$ cat config.mk
export PLATFORM = sky130hd
export DESIGN_NAME = counter_apb_master
export DESIGN_NICKNAME = d
export VERILOG_FILES = /design/src/rtl/counter_apb_master.sv
export SDC_FILE = /design/constraint.sdc
export NUM_CORES = 1
export LEC_CHECK = 0
export BUFFER_PORTS_ARGS = -buffer_cell sky130_fd_sc_hd__buf_2
export CAP_MARGIN = 20
export CORE_ASPECT_RATIO = 0.5
export CORE_UTILIZATION = 44
export DETAILED_ROUTE_END_ITERATION = 10
export PLACE_DENSITY = 0.79
export SYNTH_ARGS = -nofsm -noshare
export SYNTH_HDL_FRONTEND = slang
export SYNTH_SLANG_ARGS = --single-unit
$ cat constraint.sdc
create_clock -name pclk -period 2.8 [get_ports pclk]
set_clock_uncertainty 0.15 [all_clocks]
set_input_delay 0.14 -clock pclk [delete_from_list [all_inputs] [get_ports pclk]]
set_output_delay 0.14 -clock pclk [all_outputs]
set_load 0.01 [all_outputs]
$ cat src/rtl/counter_apb_master.sv
// counter_apb_master
//   Command-driven APB master for the up/down counter's register block.
//   Each accepted command becomes one APB SETUP/ACCESS transfer and
//   produces exactly one single-cycle response.
//
// Ports
//   pclk, preset          clock (rising edge), async active-high reset
//   cmd_valid/cmd_ready   command handshake
//   cmd_op                0=EN, 1=RST_N, 2=DIR (writes), 3=COUNT (read)
//   cmd_wdata             write data (ignored for op 3)
//   rsp_valid             one-cycle response strobe
//   rsp_rdata, rsp_err    read data (0 for writes/errors), error flag
//   paddr, pwdata, pwrite, psel, penable   APB request
//   prdata, pready, pslverr                APB completion
module counter_apb_master #(
  parameter logic [31:0] BASE_ADDR = 32'd1,
  parameter int unsigned TIMEOUT   = 16
) (
  input  logic        pclk,
  input  logic        preset,
  input  logic        cmd_valid,
  output logic        cmd_ready,
  input  logic [1:0]  cmd_op,
  input  logic [31:0] cmd_wdata,
  output logic        rsp_valid,
  output logic [31:0] rsp_rdata,
  output logic        rsp_err,
  output logic [31:0] paddr,
  output logic [31:0] pwdata,
  output logic        pwrite,
  output logic        psel,
  output logic        penable,
  input  logic [31:0] prdata,
  input  logic        pready,
  input  logic        pslverr
);

  localparam int unsigned TW = (TIMEOUT == 0) ? 1 : $clog2(TIMEOUT + 1);
  // Count value seen during the last permitted wait cycle.
  localparam logic [TW-1:0] TLAST = (TIMEOUT == 0) ? '0 : TW'(TIMEOUT - 1);

  typedef enum logic [1:0] {IDLE, SETUP, ACCESS, RESP} state_t;

  state_t        state, state_nxt;
  logic [TW-1:0] tcnt;
  logic          timeout_hit;

  // psel/penable decode straight from the state register so that an
  // asynchronous reset drops them in the same cycle.
  always_comb begin
    state_nxt   = state;
    timeout_hit = 1'b0;
    cmd_ready   = 1'b0;
    rsp_valid   = 1'b0;
    psel        = 1'b0;
    penable     = 1'b0;
    case (state)
      IDLE: begin
        cmd_ready = 1'b1;
        if (cmd_valid) state_nxt = SETUP;
      end
      SETUP: begin
        psel      = 1'b1;
        state_nxt = ACCESS;
      end
      ACCESS: begin
        psel    = 1'b1;
        penable = 1'b1;
        // pready takes priority over an expiring timeout
        if (pready) begin
          state_nxt = RESP;
        end else if ((TIMEOUT != 0) && (tcnt == TLAST)) begin
          timeout_hit = 1'b1;
          state_nxt   = RESP;
        end
      end
      RESP: begin
        rsp_valid = 1'b1;
        state_nxt = IDLE;
      end
      default: state_nxt = IDLE;
    endcase
  end

  always_ff @(posedge pclk or posedge preset) begin
    if (preset) begin
      state     <= IDLE;
      tcnt      <= '0;
      paddr     <= '0;
      pwdata    <= '0;
      pwrite    <= 1'b0;
      rsp_rdata <= '0;
      rsp_err   <= 1'b0;
    end else begin
      state <= state_nxt;
      case (state)
        IDLE: begin
          if (cmd_valid) begin
            paddr  <= BASE_ADDR + {28'd0, cmd_op, 2'b00};
            pwdata <= (cmd_op == 2'd3) ? '0 : cmd_wdata;
            pwrite <= (cmd_op != 2'd3);
            tcnt   <= '0;
          end
        end
        ACCESS: begin
          if (pready) begin
            rsp_err   <= pslverr;
            rsp_rdata <= (!pwrite && !pslverr) ? prdata : '0;
          end else begin
            tcnt <= tcnt + 1'b1;
            if (timeout_hit) begin
              rsp_err   <= 1'b1;
              rsp_rdata <= '0;
            end
          end
        end
        default: ;
      endcase
    end
  end

endmodule

Word level (Yosys, flattened, before mapping). Index checks and enable logic that the tools add are counted.

Register bits after elaboration: 105. Output and inout port bits: 102. Logic and storage cells: 49. Input port bits: 71.

Reduce and logical (&&, ||, !) cells: 11. Mux-type cells: 20. Eq/ne operators: 9. $add $sub $neg: 2.

Operators with widths (number): $mux W32 (4); $mux W5 (2); $pmux W5 S2 (1); $mux W1 (9); $pmux W2 S4 (1); $eq A2 B2 Y1 const B (3); $mux W2 (3); $ne A2 B2 Y1 const B (3); $reduce_and A2 Y1 (3); $add A1 B4 Y5 const A (1); $add A5 B1 Y5 const B (1); $eq A5 B4 Y1 const B (1); $reduce_bool A2 Y1 (2); $ne A3 B3 Y1 const B (1); $reduce_and A3 Y1 (1); $eq A2 B1 Y1 const B (1); $logic_not A1 Y1 (2); $logic_not A2 Y1 (1); $reduce_or A2 Y1 (1); $logic_and A1 B1 Y1 (1).

Longest topological paths before layout.
Depth in word-level cells: 6. Depth in mapped cells: 6. Depth with buffers taken out: 6.

Worst setup path after synthesis. Ideal clock, no wire load.

Path kind: flip-flop to flip-flop. Start: reg tcnt[0]. End: reg rsp_err. Buffers on the path: 1. Required time: 2521 ps. Cell stages (with the launch flop): 7. Setup time: 129 ps. Path slack: 1046 ps. Arrival: 1474 ps. Period minus slack after synthesis: 1754 ps. Cells stage by stage: dfrtp_1 ha_1 and3_1 ha_1 o21ai_2 buf_2 a21boi_0.

Word-level cells in the longest chain between the ends: 6.

RTL lines: start, declared (line 45) `logic [TW-1:0] tcnt;`; start signal, assigned (line 110) `tcnt <= tcnt + 1'b1;`; $eq A5 B4 Y1 (line 72) `end else if ((TIMEOUT != 0) && (tcnt == TLAST)) begin`; $mux W1 (line 72); $mux W1 (line 70) `if (pready) begin`; $mux W1 (line 57) `case (state)`; $reduce_bool A2 Y1 (no source line); $reduce_and A2 Y1 (no source line); end signal, assigned (line 107) `rsp_err <= pslverr;`; end, declared (line 27) `output logic rsp_err,`.

Every way passes these cells. A chain may end at the register's enable or synchronous reset.

Worst setup path in the final report.
Start: reg state[0]. End: reg pwdata[19].

Word-level cells in the longest chain between the ends: 2.

RTL lines: start, declared (line 44) `state_t state, state_nxt;`; start signal, assigned (line 95) `state <= state_nxt;`; $logic_not A2 Y1 (line 96) `case (state)`; $reduce_and A2 Y1 (no source line); end signal, assigned (line 100) `pwdata <= (cmd_op == 2'd3) ? '0 : cmd_wdata;`; end, declared (line 29) `output logic [31:0] pwdata,`.

Every way passes these cells.

==> metrics <==
outcome=completed; post-route minimum period=2100 ps; 1st-pass router iterations=4; Worst Path Arrival=2210 ps; Final nets=roughly 520; most frequent cells in the layout=143 x buf_2, 76 x dfrtp_1, 67 x a22o_1, 67 x dlygate4sd3_1, 29 x conb_1; startpoint types=flop; Core ar.=approximately 6800 µm²; Critical Path Start=state[0]; pre-CTS WS=just over 800 ps; post-route cell area=4810 µm²; Ys Warns=0; Worst Path Max Fanout=26; Sink Count=76; WP data required=2910 ps; chip height=between 60 and 70 µm; Netlist cell types=31; GRT Overall Usage=a little over a quarter; Flop pwr share=38.7%; global route total overflow=0; placed cell area=between 3000 and 4000 µm²; Switching Fraction=between 30% and 40%; Finished Layout Cells=between 500 and 600; Synth Instances=approximately 230; Clk Latency, worst-skew pair=~330 ps; setup TNS=0 ps; via count=2863; num ports=~170; layout cells sized above 1=38.7%; Final setup viols=0; max_cap viols=0; min-delay worst type=in2reg; Slew Viols, Final=0; vias in the first global route=between 2k and 3k; largest net degree at the start of global routing=40; reg2reg start=state[0]; input/output buffers=between 100 and 150; hold_sp=pslverr; Initial Utilization=a little under half; Die W=approximately 120 µm; unrepaired setup endpoints after global routing=false; cts bufs inserted=9; Antenna Nets Post-Route=0; DIE AREA=about 7500 µm²; Gates resized, CTS repair=0; FF+latch count, synth=76; final cell utilization of the core=just over 70%; Root Buffer=clkbuf_16; fmax=0.476 GHz; P_int=3160 µW; post-DP HPWL=about 5200 µm; TritonCTS clock tree=yes; VDD IR-drop max=0.000487 V; initial antenna violation count=0; Crit Path Category=reg2reg; # placed instances=between 400 and 500; H-tree levels=3; Clk pwr share=24.2%; maximum clock insertion buffer count=2; Synth-to-Final Area Change=53.7%; Final Worst Setup Slack=between 700 and 800 ps; most common cell after layout, fill and taps aside=buf_2; register area share after synthesis=60.8%; r2r setup slk=700 ps; fin crit share=roughly 75%; final wirelength=between 9000 and 10000 µm; average wire per standard cell=roughly 18 µm; kind of end point of the critical path=flop; hold_buf cts=67; drt drc=0; Gate power share=a little under two fifths; Setup Buffers After CTS=0; vias per cell=about 5.3; filler instances=approximately 470; worst-margin pin slew=~830 ps; CTS clk-pin slew, worst paths=about 60 ps; Post-Syn Area=~3100 µm²; leakage=approximately 0.0026 µW; Slew headroom=between 40% and 50%; first-pass GRT wire length=between 10000 and 15000 µm; std cell rows=21; power density over cell area=just over 1000 nW/µm²; Syn Area/Cell=13.4 µm²; Hold Fails Final Rpt=0; routability cong.=0.773; switching pwr=1700 µW; initial drt markers=~170
[worst paths after layout]
kind,to,cells past startpoint
setup / recovery,pwdata[19],6
hold / removal,rsp_err,3
setup reg to reg,pwdata[19],6
hold reg to reg,rsp_rdata[12],1
max in group asynchronous,pwdata[0],4
min in group asynchronous,pwdata[31],3
[worst max-delay path, stage by stage (launching register included)]
cell and delay [ps]:
dfrtp_1 400, inv_1 110, ha_1 240, nand2_2 330
a21oi_2 310, buf_4 300, a22o_1 180
[power groups by stage]
stage	combinational [µW]	sequential [µW]	clock, µW
floorplan	812	2040	0
global placement	1620	1840	0
detailed placement	1680	1860	0
CTS	1750	1850	1180
global route	1940	1930	1240
finish	1810	1880	1180
[state kept, by name (all words and copies together) (netlist names)]
signal / cells
paddr: 3
pwdata: 32
pwrite: 1
rsp_err: 1
rsp_rdata: 32
state: 2
tcnt: 5
[through the flow]
step	hold WS, ps	total power, µW
6_report	125	4860
5_1_grt	157	5100
4_1_cts	69.6	4790
3_5_place_dp	197	3540
3_3_place_gp	178	3460
2_1_floorplan	123	2850
[routing by layer]
| metal | GRT usage (%) | up-vias | part of all wire [%] |
|---|---|---|---|
| met5 | 0 | - | 0 |
| met4 | 16.8 | 0 | 4.5 |
| met3 | 7.22 | 52 | 5.5 |
| met2 | 48.8 | 165 | 54 |
| met1 | 27.9 | 1421 | 36 |
| li1 | - | 1225 | - |
[layout make-up]
class                           instances  area [µm²]  share of cell area, %
Clock inverter                          5        60.1                   1.25
Antenna cell                            1        2.50                 0.0520
Tap cell                               92         115                   2.39
Timing Repair Buffer                  216        1440                   30.0
Clock buffer                           11         243                   5.05
Sequential cell                        76        1900                   39.6
Multi-Input combinational cell        137        1020                   21.3
Inverter                                5        18.8                  0.390
[Yosys cell counts]
library cell	number	share of area [%]
dfrtp_1	76	61
a22o_1	67	19
buf_4	29	7.0
buf_2	10	1.6
ha_1	6	2.4
inv_1	5	0.60
nand2_1	5	0.60
nand3_1	4	0.64
clkbuf_1	3	0.36
mux2_2	3	1.1
nand2b_1	3	0.60
o21ai_0	2	0.32
or4b_1	2	0.64
a21boi_0	1	0.24
a21o_1	1	0.24
a21oi_1	1	0.16
a21oi_2	1	0.28
and3_1	1	0.20
buf_6	1	0.36
conb_1	1	0.12
mux2i_1	1	0.32
nand2_2	1	0.20
nand3b_1	1	0.24
nand4b_4	1	0.76
nor2_1	1	0.12
nor2_2	1	0.20
nor2b_1	1	0.20
o21ai_2	1	0.28
o31ai_1	1	0.24
o32a_1	1	0.32
or2_2	1	0.20
[cell families (layout without fill, tap and decap cells)]
family                   count (synthesis)  count (layout)  synth area share, %
AO/OA/AOI/OAI                           76              76                 20.8
adder cells (fa/ha/maj)                  6               6                 2.40
buffers and inverters                   48             237                 9.88
flip-flops                              76              76                 60.8
multiplexers                             4               4                 1.40
other                                    1              30                0.120
AND/OR/NAND/NOR                         22              22                 4.60
No activity file was read; power rests on OpenSTA's default activity.
